### src/rtl/hazard_scoreboard.sv
// Hazard unit for a non-forwarding pipeline. It keeps a pending-write countdown for each register,
// stalls ID on a read-after-write hazard, and rolls back the entry of an instruction that a flush squashes.
module hazard_scoreboard #(
    parameter int unsigned NREG    = 32,
    parameter int unsigned WB_DIST = 2,
    parameter int unsigned CW      = 2
) (
    input  logic            clk,
    input  logic            rst_n,
    input  logic            id_valid,
    input  logic [4:0]      id_rs,
    input  logic [4:0]      id_rt,
    input  logic            id_use_rs,
    input  logic            id_use_rt,
    input  logic            id_wr_en,
    input  logic [4:0]      id_wr_reg,
    input  logic            flush,
    output logic            stall,
    output logic            idex_bubble,
    output logic [NREG-1:0] busy_mask,
    output logic [31:0]     stall_cnt
);

    localparam logic [CW-1:0] WbDist = CW'(WB_DIST);

    function automatic logic [CW-1:0] sat_dec(input logic [CW-1:0] x);
        return (x == '0) ? '0 : x - CW'(1);
    endfunction

    logic [CW-1:0] cnt_q [NREG];
    logic [CW-1:0] cnt_d [NREG];
    logic          last_vld_q,  last_vld_d;
    logic [4:0]    last_reg_q,  last_reg_d;
    logic [CW-1:0] last_prev_q, last_prev_d;
    logic [31:0]   stall_cnt_q, stall_cnt_d;
    logic          haz;
    logic          issue;

    always_comb begin
        busy_mask = '0;
        for (int unsigned r = 0; r < NREG; r++) begin
            busy_mask[r] = (cnt_q[r] != '0);
        end
    end

    always_comb begin
        haz         = id_valid & ((id_use_rs & busy_mask[id_rs]) | (id_use_rt & busy_mask[id_rt]));
        stall       = haz & ~flush;
        idex_bubble = haz | flush;
        issue       = id_valid & ~haz & ~flush & id_wr_en & (id_wr_reg != 5'd0);
    end

    always_comb begin
        cnt_d[0] = '0;
        for (int unsigned r = 1; r < NREG; r++) begin
            // A squashed writer hands the register back to whatever the older writer holds now.
            if (flush && last_vld_q && (last_reg_q == 5'(r))) begin
                cnt_d[r] = sat_dec(last_prev_q);
            end else if (issue && (id_wr_reg == 5'(r))) begin
                cnt_d[r] = WbDist;
            end else begin
                cnt_d[r] = sat_dec(cnt_q[r]);
            end
        end
        last_vld_d  = issue;
        last_reg_d  = issue ? id_wr_reg : last_reg_q;
        last_prev_d = issue ? sat_dec(cnt_q[id_wr_reg]) : last_prev_q;
        stall_cnt_d = (stall && (stall_cnt_q != 32'hFFFF_FFFF)) ? stall_cnt_q + 32'd1 : stall_cnt_q;
    end

    always_ff @(posedge clk) begin
        if (!rst_n) begin
            for (int unsigned r = 0; r < NREG; r++) begin
                cnt_q[r] <= '0;
            end
            last_vld_q  <= 1'b0;
            last_reg_q  <= 5'd0;
            last_prev_q <= '0;
            stall_cnt_q <= 32'd0;
        end else begin
            for (int unsigned r = 0; r < NREG; r++) begin
                cnt_q[r] <= cnt_d[r];
            end
            last_vld_q  <= last_vld_d;
            last_reg_q  <= last_reg_d;
            last_prev_q <= last_prev_d;
            stall_cnt_q <= stall_cnt_d;
        end
    end

    assign stall_cnt = stall_cnt_q;

endmodule

### config.mk
export PLATFORM = sky130hd
export DESIGN_NAME = hazard_scoreboard
export DESIGN_NICKNAME = d
export VERILOG_FILES = /design/src/rtl/hazard_scoreboard.sv
export SDC_FILE = /design/constraint.sdc
export NUM_CORES = 1
export LEC_CHECK = 0
export ABC_AREA = 1
export BUFFER_PORTS_ARGS = -buffer_cell sky130_fd_sc_hd__buf_2
export CORE_UTILIZATION = 50
export DETAILED_ROUTE_END_ITERATION = 8
export GPL_ROUTABILITY_DRIVEN = 0
export GPL_TIMING_DRIVEN = 0
export PLACE_DENSITY = 0.7
export RECOVER_POWER = 25
export SLEW_MARGIN = 10
export SYNTH_ARGS = -nofsm -noshare
export SYNTH_HDL_FRONTEND = slang
export SYNTH_SLANG_ARGS = --single-unit
### constraint.sdc
create_clock -name clk -period 3.1 [get_ports clk]
set_clock_uncertainty 0.05 [all_clocks]
set_input_delay 0.31 -clock clk [delete_from_list [all_inputs] [get_ports clk]]
set_output_delay 0.31 -clock clk [all_outputs]
set_load 0.01 [all_outputs]
== Word-level counts from Yosys, hierarchy flattened ==
Memory sizes are Yosys's and may differ from the RTL's.
Index checks and enable logic that the tools add are counted.
Cells by class
  muxes and demuxes: 133
  order comparisons: 2
  add/sub/neg operators: 34
  eq/ne operators: 63
  reduce and logical (&&, ||, !) cells: 130
  bitwise operators: 44
Operator list (number)
  $mux 2: 127
  $eq 5x5->1 const B: 32
  $eq 5x4->1 const B: 16
  $logic_not 2->1: 33
  $sub 2x1->2 const B: 33
  $logic_and 1x1->1: 64
  $reduce_bool 2->1: 32
  $eq 5x3->1 const B: 8
  $or 1x1->1: 34
  $add 32x1->32 const B: 1
  $ne 32x32->1 const B: 1
  $eq 5x2->1 const B: 4
  $lt 5x6->1 const B: 2
  $bmux 1 s5: 2
  $eq 5x1->1 const B: 2
  $and 1x1->1: 8
  $reduce_bool 5->1: 1
  $mux 1: 4
  $not 1->1: 2
Storage, ports and cells
  RAM bits: 64
  flip-flop bits (word level): 40
  memories: 1
  word-level logic and storage cells: 411
  bits of input ports: 22
Memories
  cnt_q: depth 32, width 2, rd ports 33, clocked after Yosys merged registers in 0, write ports 32, RTL line 30  | logic [CW-1:0] cnt_q [NREG];

== Logic depth before layout (Yosys ltp) ==
Gate-level depths: netlist of the first run.
An unclocked memory read counts as a cell.
  word-level depth: 16
  gate-level depth with buffers: 16

== Worst setup path after synthesis of the first run ==
OpenSTA, ideal clock, no wires.
  path type: input to output
  from: input port id_rt[0]
  to: output port stall
  buffers on the path: 3
  cell stages on the path: 14
  path slack: 1.019 ns
  arrival time: 1.721 ns
  required time: 2.740 ns
  cell sequence: buf_4 inv_4 buf_6 nand2_1 nand3_1 nand3_1 nand3_1 nand2_1 nand2_1 nand3_4 nand2_4 buf_4 inv_1 nor3_1
Between the ends
  longest elaborated chain between the ends: 6
RTL lines
  start, declared: RTL line 12  | input logic [4:0] id_rt,
  $bmux 1 s5: RTL line 47  | haz = id_valid & ((id_use_rs & busy_mask[id_rs]) | (id_use_rt & busy_mask[id_rt]));
  $mux 1 (implied by the code): RTL line 47
  $and 1x1->1: RTL line 47
  $or 1x1->1: RTL line 47
  $and 1x1->1: RTL line 47
  $and 1x1->1: RTL line 48  | stall = haz & ~flush;
  end, declared: RTL line 18  | output logic stall,
Every way passes these cells. The select of a mux whose other input is x is not followed.

==> results of run 1 <==
cell usage in the layout, fill, tap and decap left out, types with 4 or more instances in the layout:
master     instances
buf_6              5
buf_4              8
o22ai_1           24
nand3_2            7
dfxtp_1          102
clkbuf_16          9
nand2_1          276
clkbuf_1          68
a21oi_1           91
inv_1            175
nor3_1            23
xor2_1            26
o211ai_1           5
nor4_1             9
nand4_1           69
buf_2             55
a221oi_1           4
o21ai_0           44
nand3_1          110
xnor2_1            4
nor2_1           144
nor2_2             4
flip-flops by register name (all words and copies together), names as in the netlist:
register     flops
stall_cnt       32
last_prev_q      2
last_reg_q       5
last_vld_q       1
cnt_q           62
kinds of logic after synthesis:
kind of cell / synth area share (%)
compound gates: 13.01
xor+xnor: 3.653
fa+ha+maj: 0.1739
buf+inv: 13.78
flops: 28.39
other cells: 0.05214
simple gates: 40.94
metrics by stage:
step	hold WS [ns]	setup WS, ns	area (um^2)	instances
finish	0.2158	0.3085	8056	1472
global route	0.2440	0.1218	8056	1472
CTS	0.2117	0.3447	8107	1472
detailed placement	0.4242	0.6332	7812	1456
global placement	0.4154	0.6740	7812	1456
floorplan	0.3949	1.019	7192	1197
worst min-delay path, delay by kind of cell:
family	cells	cell delay (ns)
buffers and inverters	1	0.13
and+or+nand+nor	2	0.15
metal layers:
metal | global-route usage, % | vias up
met5 | 0 | -
met4 | 18.90 | 0
met3 | 7.491 | 89
met2 | 55.33 | 485
met1 | 45.74 | 3781
li1 | - | 4075
power groups by stage:
stage / Sequential [uW] / Combinational [uW] / Clock, uW
after floorplan: 1350 / 213 / 0
after global placement: 1350 / 311 / 0
after detailed placement: 1350 / 312 / 0
after CTS: 1320 / 313 / 1150
after global routing: 1320 / 346 / 1210
final: 1320 / 325 / 1140
final timing paths:
kind / from / end / slack [ns] / cells after the start
worst max register to register: stall_cnt[1] / stall_cnt[31] / 0.68 / 9
worst max-delay path: cnt_q[28][1] / stall / 0.31 / 14
worst min-delay path: id_wr_reg[0] / last_reg_q[0] / 0.22 / 3
worst min register to register: stall_cnt[31] / stall_cnt[31] / 0.43 / 2
layout make-up:
type / count / area, um^2 / share of cell area, %
plain buffers: 58 / 316.6 / 3.929
clock buffers: 9 / 225.2 / 2.795
clock inverters: 7 / 68.82 / 0.8542
inverters: 179 / 674.4 / 8.371
multi-input cells: 858 / 4159 / 51.62
flip-flops and latches: 102 / 2042 / 25.35
well taps: 180 / 225.2 / 2.795
repair buffers: 79 / 345.3 / 4.286
==> reports/results.txt, run 1 <==
The flow ran to the end, but the final reports show violations. The final reports fail on DRC. The highest signal layer in the routed design is met4.

The share of the clock period used by the worst path is 90.05%. In this run the tightest slew margin relative to its limit is 53.59%. After layout, the design draws a total of 2787 uW. The count of input and output buffers is 79. The floorplan die height was 121.9 um; the violation count after the first detailed-route iteration was 994. Using the TritonRoute via totals, the vias-per-cell ratio works out to 5.727. The routed via count is 8430.

The tools report the critical path launch point type as a register. For the number of global-route vias before repair, the log shows 7354. The first detailed-routing pass ran for 7 iterations. For the net load switching power, the log shows 821.3 uW.

The most used flip-flop cell after synthesis is dfxtp_1. Static timing analysis puts the maximum clock frequency at 358.2 MHz. The design internal power was 1966 uW. Count of flip-flops with a built-in enable after synthesis: 0.

The cell sitting at the root of the clock tree is a clkbuf_16. The run gives 2.43 ns as the endpoint arrival time on the critical path. Measured on the finished design, the core utilization comes to 57.82%. VDD sags by at most 0.2769 mV.

Clock tree synthesis found a total of 102 sinks. The synthesized area divided by synthesized cell count came out at 6.008 um^2. The effective utilization at floorplan was 51.61%; the maximum cell stage delay along the critical path was 0.39 ns. Pin count of the biggest net entering global routing: 20. In this run the biggest area consumer among cell types represents 28.39% of the synthesized area.

The most frequent cell on the critical path is nand2_1. The most common cell in the synthesized netlist is nand2_1. Sorting the synthesized cells by how often they occur yields 276 x nand2_1, 175 x inv_1, 144 x nor2_1.

Summed over all cells, the static leakage comes to 0.003241 uW. By area the synthesized netlist is led by dfxtp_1 28%, nand2_1 14%, inv_1 9.1%. The run gives 2.74 ns as the worst endpoint required time. The final setup violation count was 0; the global routing usage summed across all routing layers was 35.50%.

The run gives 1 as the count of unresolved DRC violations after routing. The run gives 0 as the number of routed nets with antenna violations. From synthesis to final layout, the design area changed by 12.02%. The run gives 13930 um^2 as the placeable core region.

Number of antenna violations at the first check in global routing: 0. In this run the power density over the cells is 345.9 nW/um^2. TritonCTS built the clock tree. The post-synthesis cell area was 7192 um^2; the number of synthesized register bits was 102. Once the clock tree was built, the resizer swapped 0 gates to a different size.

The slowest stage of the critical path is the dfxtp_1 cell. Setup repair after global routing left no endpoint under its margin. The total congestion overflow after global routing is 0.

In the final layout, the share of cells above drive strength 1 is 8.204%. After detailed routing, the average wire length per cell comes to 17.57 um. For the proportion of power drawn by the clock network, the log shows 41.0%. The biggest area contributor in the post-synthesis netlist is dfxtp_1. Count of different cell masters after synthesis: 37. The sum of met3 wire segment lengths after detailed routing was 2.621 mm.

The tools report the critical path capture point type as a primary output. For this design the top-level I/O count stands at 88. The share of total power consumed by net switching is 29.47%, and the total wire length is 25.86 mm. The tightest min-delay check is of the primary input to register type.

In the final routing, the length of wire on met1 measures 10.63 mm. The horizontal extent of the die was 121.9 um; the largest driver fanout on the critical path was 10. Cell class contributing the biggest share of worst-path delay: simple AND/OR/NAND/NOR gates.

Path type of the worst setup path: register to primary output. The area of the die is 14870 um^2. The final-report max-slew violation count was 0.

The maximum root-to-sink buffer count was 2; the site row count was 43. The number of warnings reported in the yosys synthesis log was 0. The repair_antennas step left the layout with diodes totalling 0. Of the synthesized area, sequential elements account for 28.39%. Combinational power share: 11.6%. The H-tree was split into 3 levels.

After filler insertion, the fill cell instance count of the layout stands at 1492. Detailed routing placed a total of 11.32 mm of wire on met2. The number of buffers created by CTS was 9; the total nets after synthesis was 1220.

Summed over all failing endpoints, the final setup total negative slack is 0 ns. After clock tree synthesis, the flow added hold-fix buffers numbering 0. The shortest period the worst path allows came out at 2.792 ns. In the final design database the tool counted 1310 nets. The critical path goes through inv_1 -> nand2_1 -> nand2_1 -> nand3_1 -> nand3_1 -> nand2_1 -> nand2_1 -> nand3_2 -> nand3_4 -> nand2_4 -> buf_4 -> inv_1 -> nor3_1 -> buf_2. The fraction of synthesis flops using an asynchronous set or reset pin came out at 0%. The tool flagged a number of max-cap violations equal to 0.

The wire-length estimate of the detail-placed layout is 19.77 mm. The tools report the source-to-sink clock delay at the later pin of the worst-skew pair as 0.36 ns. In this run the post-CTS setup repair buffer count came out at 0.

The final number of hold-violating endpoints is 0. After clock tree synthesis, the clock-pin slew on the worst setup and hold paths is 0.08 ns. The number of buffers and inverters on the critical path is 4.

The actual transition at the worst max-transition pin came out at 0.6961 ns. Registers are responsible for 47.4% of the overall power. The first global-routing pass estimated 39.64 mm of wire. Synthesis produced 1197 cells.
Power figures use the tool's default switching activity.
==> run 2, diff against run 1 <==
--- a/config.mk
+++ b/config.mk
@@ -7,11 +7,11 @@
 export LEC_CHECK = 0
 export ABC_AREA = 1
 export BUFFER_PORTS_ARGS = -buffer_cell sky130_fd_sc_hd__buf_2
-export CORE_UTILIZATION = 50
+export CORE_UTILIZATION = 55
 export DETAILED_ROUTE_END_ITERATION = 8
 export GPL_ROUTABILITY_DRIVEN = 0
 export GPL_TIMING_DRIVEN = 0
-export PLACE_DENSITY = 0.7
+export PLACE_DENSITY = 0.76
 export RECOVER_POWER = 25
 export SLEW_MARGIN = 10
 export SYNTH_ARGS = -nofsm -noshare
==> reports/results.txt, run 2 (synthesis results as in run 1) <==
Critical path launch point type: a register. Final number of hold-violating endpoints: 0. The routed layout has 8548 vias. Across every metal layer, demand over resource in global routing totals 38.34%. The final worst-path setup slack was 0.3210 ns; the horizontal extent of the die was 116.4 um. After detailed routing, the average wire length per cell comes to 17.33 um.

The tools report the clock root buffer as clkbuf_16. For this design the top-level I/O count stands at 88. After the last flow step, the layout net total stands at 1310. The relative slew slack was 51.36%.

Along the worst path, the maximum fanout reaches 10. The cell with the biggest individual delay on the critical path was dfxtp_1. The total wire length was 25.37 mm; the met2 wire length was 11.25 mm. Counting flops per register, the top entry is cnt_q. The later pin in the worst-skew pair is clocked with a latency of 0.37 ns. The count of input and output buffers is 79. The die covers 13540 um^2. The actual transition at the worst max-transition pin is 0.7296 ns, and the total number of clock tree sinks is 102. In the final timing run, aggregate negative setup slack is 0 ns.

For the cell leakage power, the log shows 0.003232 uW. The worst path uses 89.65% of the clock period. The signal on the critical path passes through inv_1 -> nand2_1 -> nand2_1 -> nand3_1 -> nand3_1 -> nand2_1 -> nand2_1 -> nand3_2 -> nand3_4 -> nand2_4 -> buf_4 -> inv_1 -> o21bai_1 -> buf_2. Number of routed nets with antenna violations: 0. The initialized floorplan defines 41 standard-cell rows.

On the final layout, the worst hold slack is 0.2008 ns. Counting along the longest clock path gives a buffer depth of 2. The area growth from synthesis to layout is 11.76%. The number of clock buffers added by TritonCTS is 9. The detailed placer's ending HPWL came out at 19.24 mm. The number of buffers inserted by post-CTS setup repair came out at 0.

Counting stages on the worst path, the most repeated cell is nand2_1. TritonCTS built the clock tree. Entering global routing, the biggest net connects 19 pins. The run finished with clean final reports.

The first detailed-routing pass took 8 iterations. The most frequent standard cell in the layout excluding fill and tap cells is nand2_1. Path type of the worst setup path: register to primary output. Type of the worst min-delay path: primary input to register.

The power per unit of standard cell area works out to 342.3 nW/um^2. The number of gates resized after CTS was 0. The first global-routing pass estimated 39.46 mm of wire.

The tools report the routed length on met1 as 9.640 mm. In the layout the commonest cells are 276 x nand2_1, 175 x inv_1, 144 x nor2_1, 110 x nand3_1, 102 x dfxtp_1. The worst setup path is captured at a primary output. The initial utilization of the core area, before any placement, comes to 56.76%.

Dividing the detail-routed via count by the number of cells gives 5.839. The violation count after the first detailed-route iteration was 991; the endpoint arrival time on the critical path was 2.42 ns. Number of antenna violations at the first check in global routing: 0.

The maximum cell stage delay along the critical path is 0.37 ns, and the clock-pin slew on the worst setup and hold paths is 0.08 ns. The worst endpoint required time is 2.74 ns, and the post-placement setup slack is 0.6394 ns. The flop-to-flop setup slack was 0.62 ns; the max-capacitance violation count was 0. The detailed router used layers up to and including met4. The logs give 0 for the number of hold buffers added after CTS and 0 for the total congestion overflow after global routing. IR analysis of the VDD net gives a maximum drop of 0.4532 mV. Timing would allow up to 359.8 MHz. Setup violations remaining at the end of the flow were counted as 0. Measured along the y axis, the die boundary spans 116.4 um. CTS built an H-tree with a depth of 3. The total area inside the core boundary comes to 12670 um^2.

After detailed routing, the number of remaining DRC violations is 0. The shortest period the worst path allows works out to 2.779 ns. Setup repair after global routing left no endpoint under its margin. Of the cells placed in the final design, the portion with a size suffix greater than 1 is 8.056%. The logs give 2.898 mm for the sum of met3 wire segment lengths after detailed routing and 0 for the final-report max-slew violation count. The flip-flop count of the largest register after layout is 62, and the number of global-route vias before repair is 7770.
[run 2: changes by cell type in the layout (fill, tap and decap cells not counted)]
cell,delta
buf_2,-1
clkbuf_1,+1
clkinv_2,-1
clkinv_4,+1
diode_2,+1
inv_6,+1
inv_8,-2
or2_0,-1
or2_1,+1
[run 2: final timing paths]
check | startpoint | endpoint | depth (start not counted)
setup / recovery | cnt_q[28][1] | idex_bubble | 14
hold / removal | id_wr_reg[2] | last_reg_q[2] | 3
setup reg to reg | stall_cnt[1] | stall_cnt[12] | 9
hold reg to reg | stall_cnt[31] | stall_cnt[31] | 2
[run 2: critical path, delay by kind of cell, from the launching register on]
kind                   cells  cell delay, ns
AOI/OAI and AO/OA          1            0.12
buffers and inverters      4            0.48
DFF                        1            0.37
and+or+nand+nor            9            1.07
[run 2: stage by stage]
stage	total power, uW	cells	util, %	instance area (um^2)
global route	2824	1463	63.41	8035
floorplan	1564	1197	-	7192
global placement	1664	1448	61.58	7802
finish	2752	1464	63.43	8038
detailed placement	1665	1448	61.58	7802
CTS	2745	1463	63.82	8087
[run 2: area by class of cell]
class / instances / area [um^2]
fill: 1313 / 4633
buffer: 58 / 316.6
clock buffer: 9 / 225.2
clock inverter: 6 / 58.81
sequential: 102 / 2042
tap: 172 / 215.2
antenna: 1 / 2.502
inverter: 179 / 674.4
timing repair buffer: 79 / 344.1
multi-input combinational: 858 / 4159
[run 2: power by group]
| group | switching [uW] | total (uW) | internal, uW | leakage [uW] |
|---|---|---|---|---|
| Combinational | 241 | 326 | 85.7 | 0.00228 |
| Clock | 550 | 1100 | 554 | 0.000135 |
| Sequential | 6.81 | 1320 | 1310 | 0.000822 |
| Total | 797 | 2750 | 1950 | 0.00323 |
[run 2: layer usage]
| layer | GRT usage (%) | vias to the layer above |
|---|---|---|
| met1 | 45.75 | 3792 |
| met4 | 22.82 | 0 |
| met5 | 0 | - |
| li1 | - | 4087 |
| met2 | 62.13 | 546 |
| met3 | 9.860 | 123 |
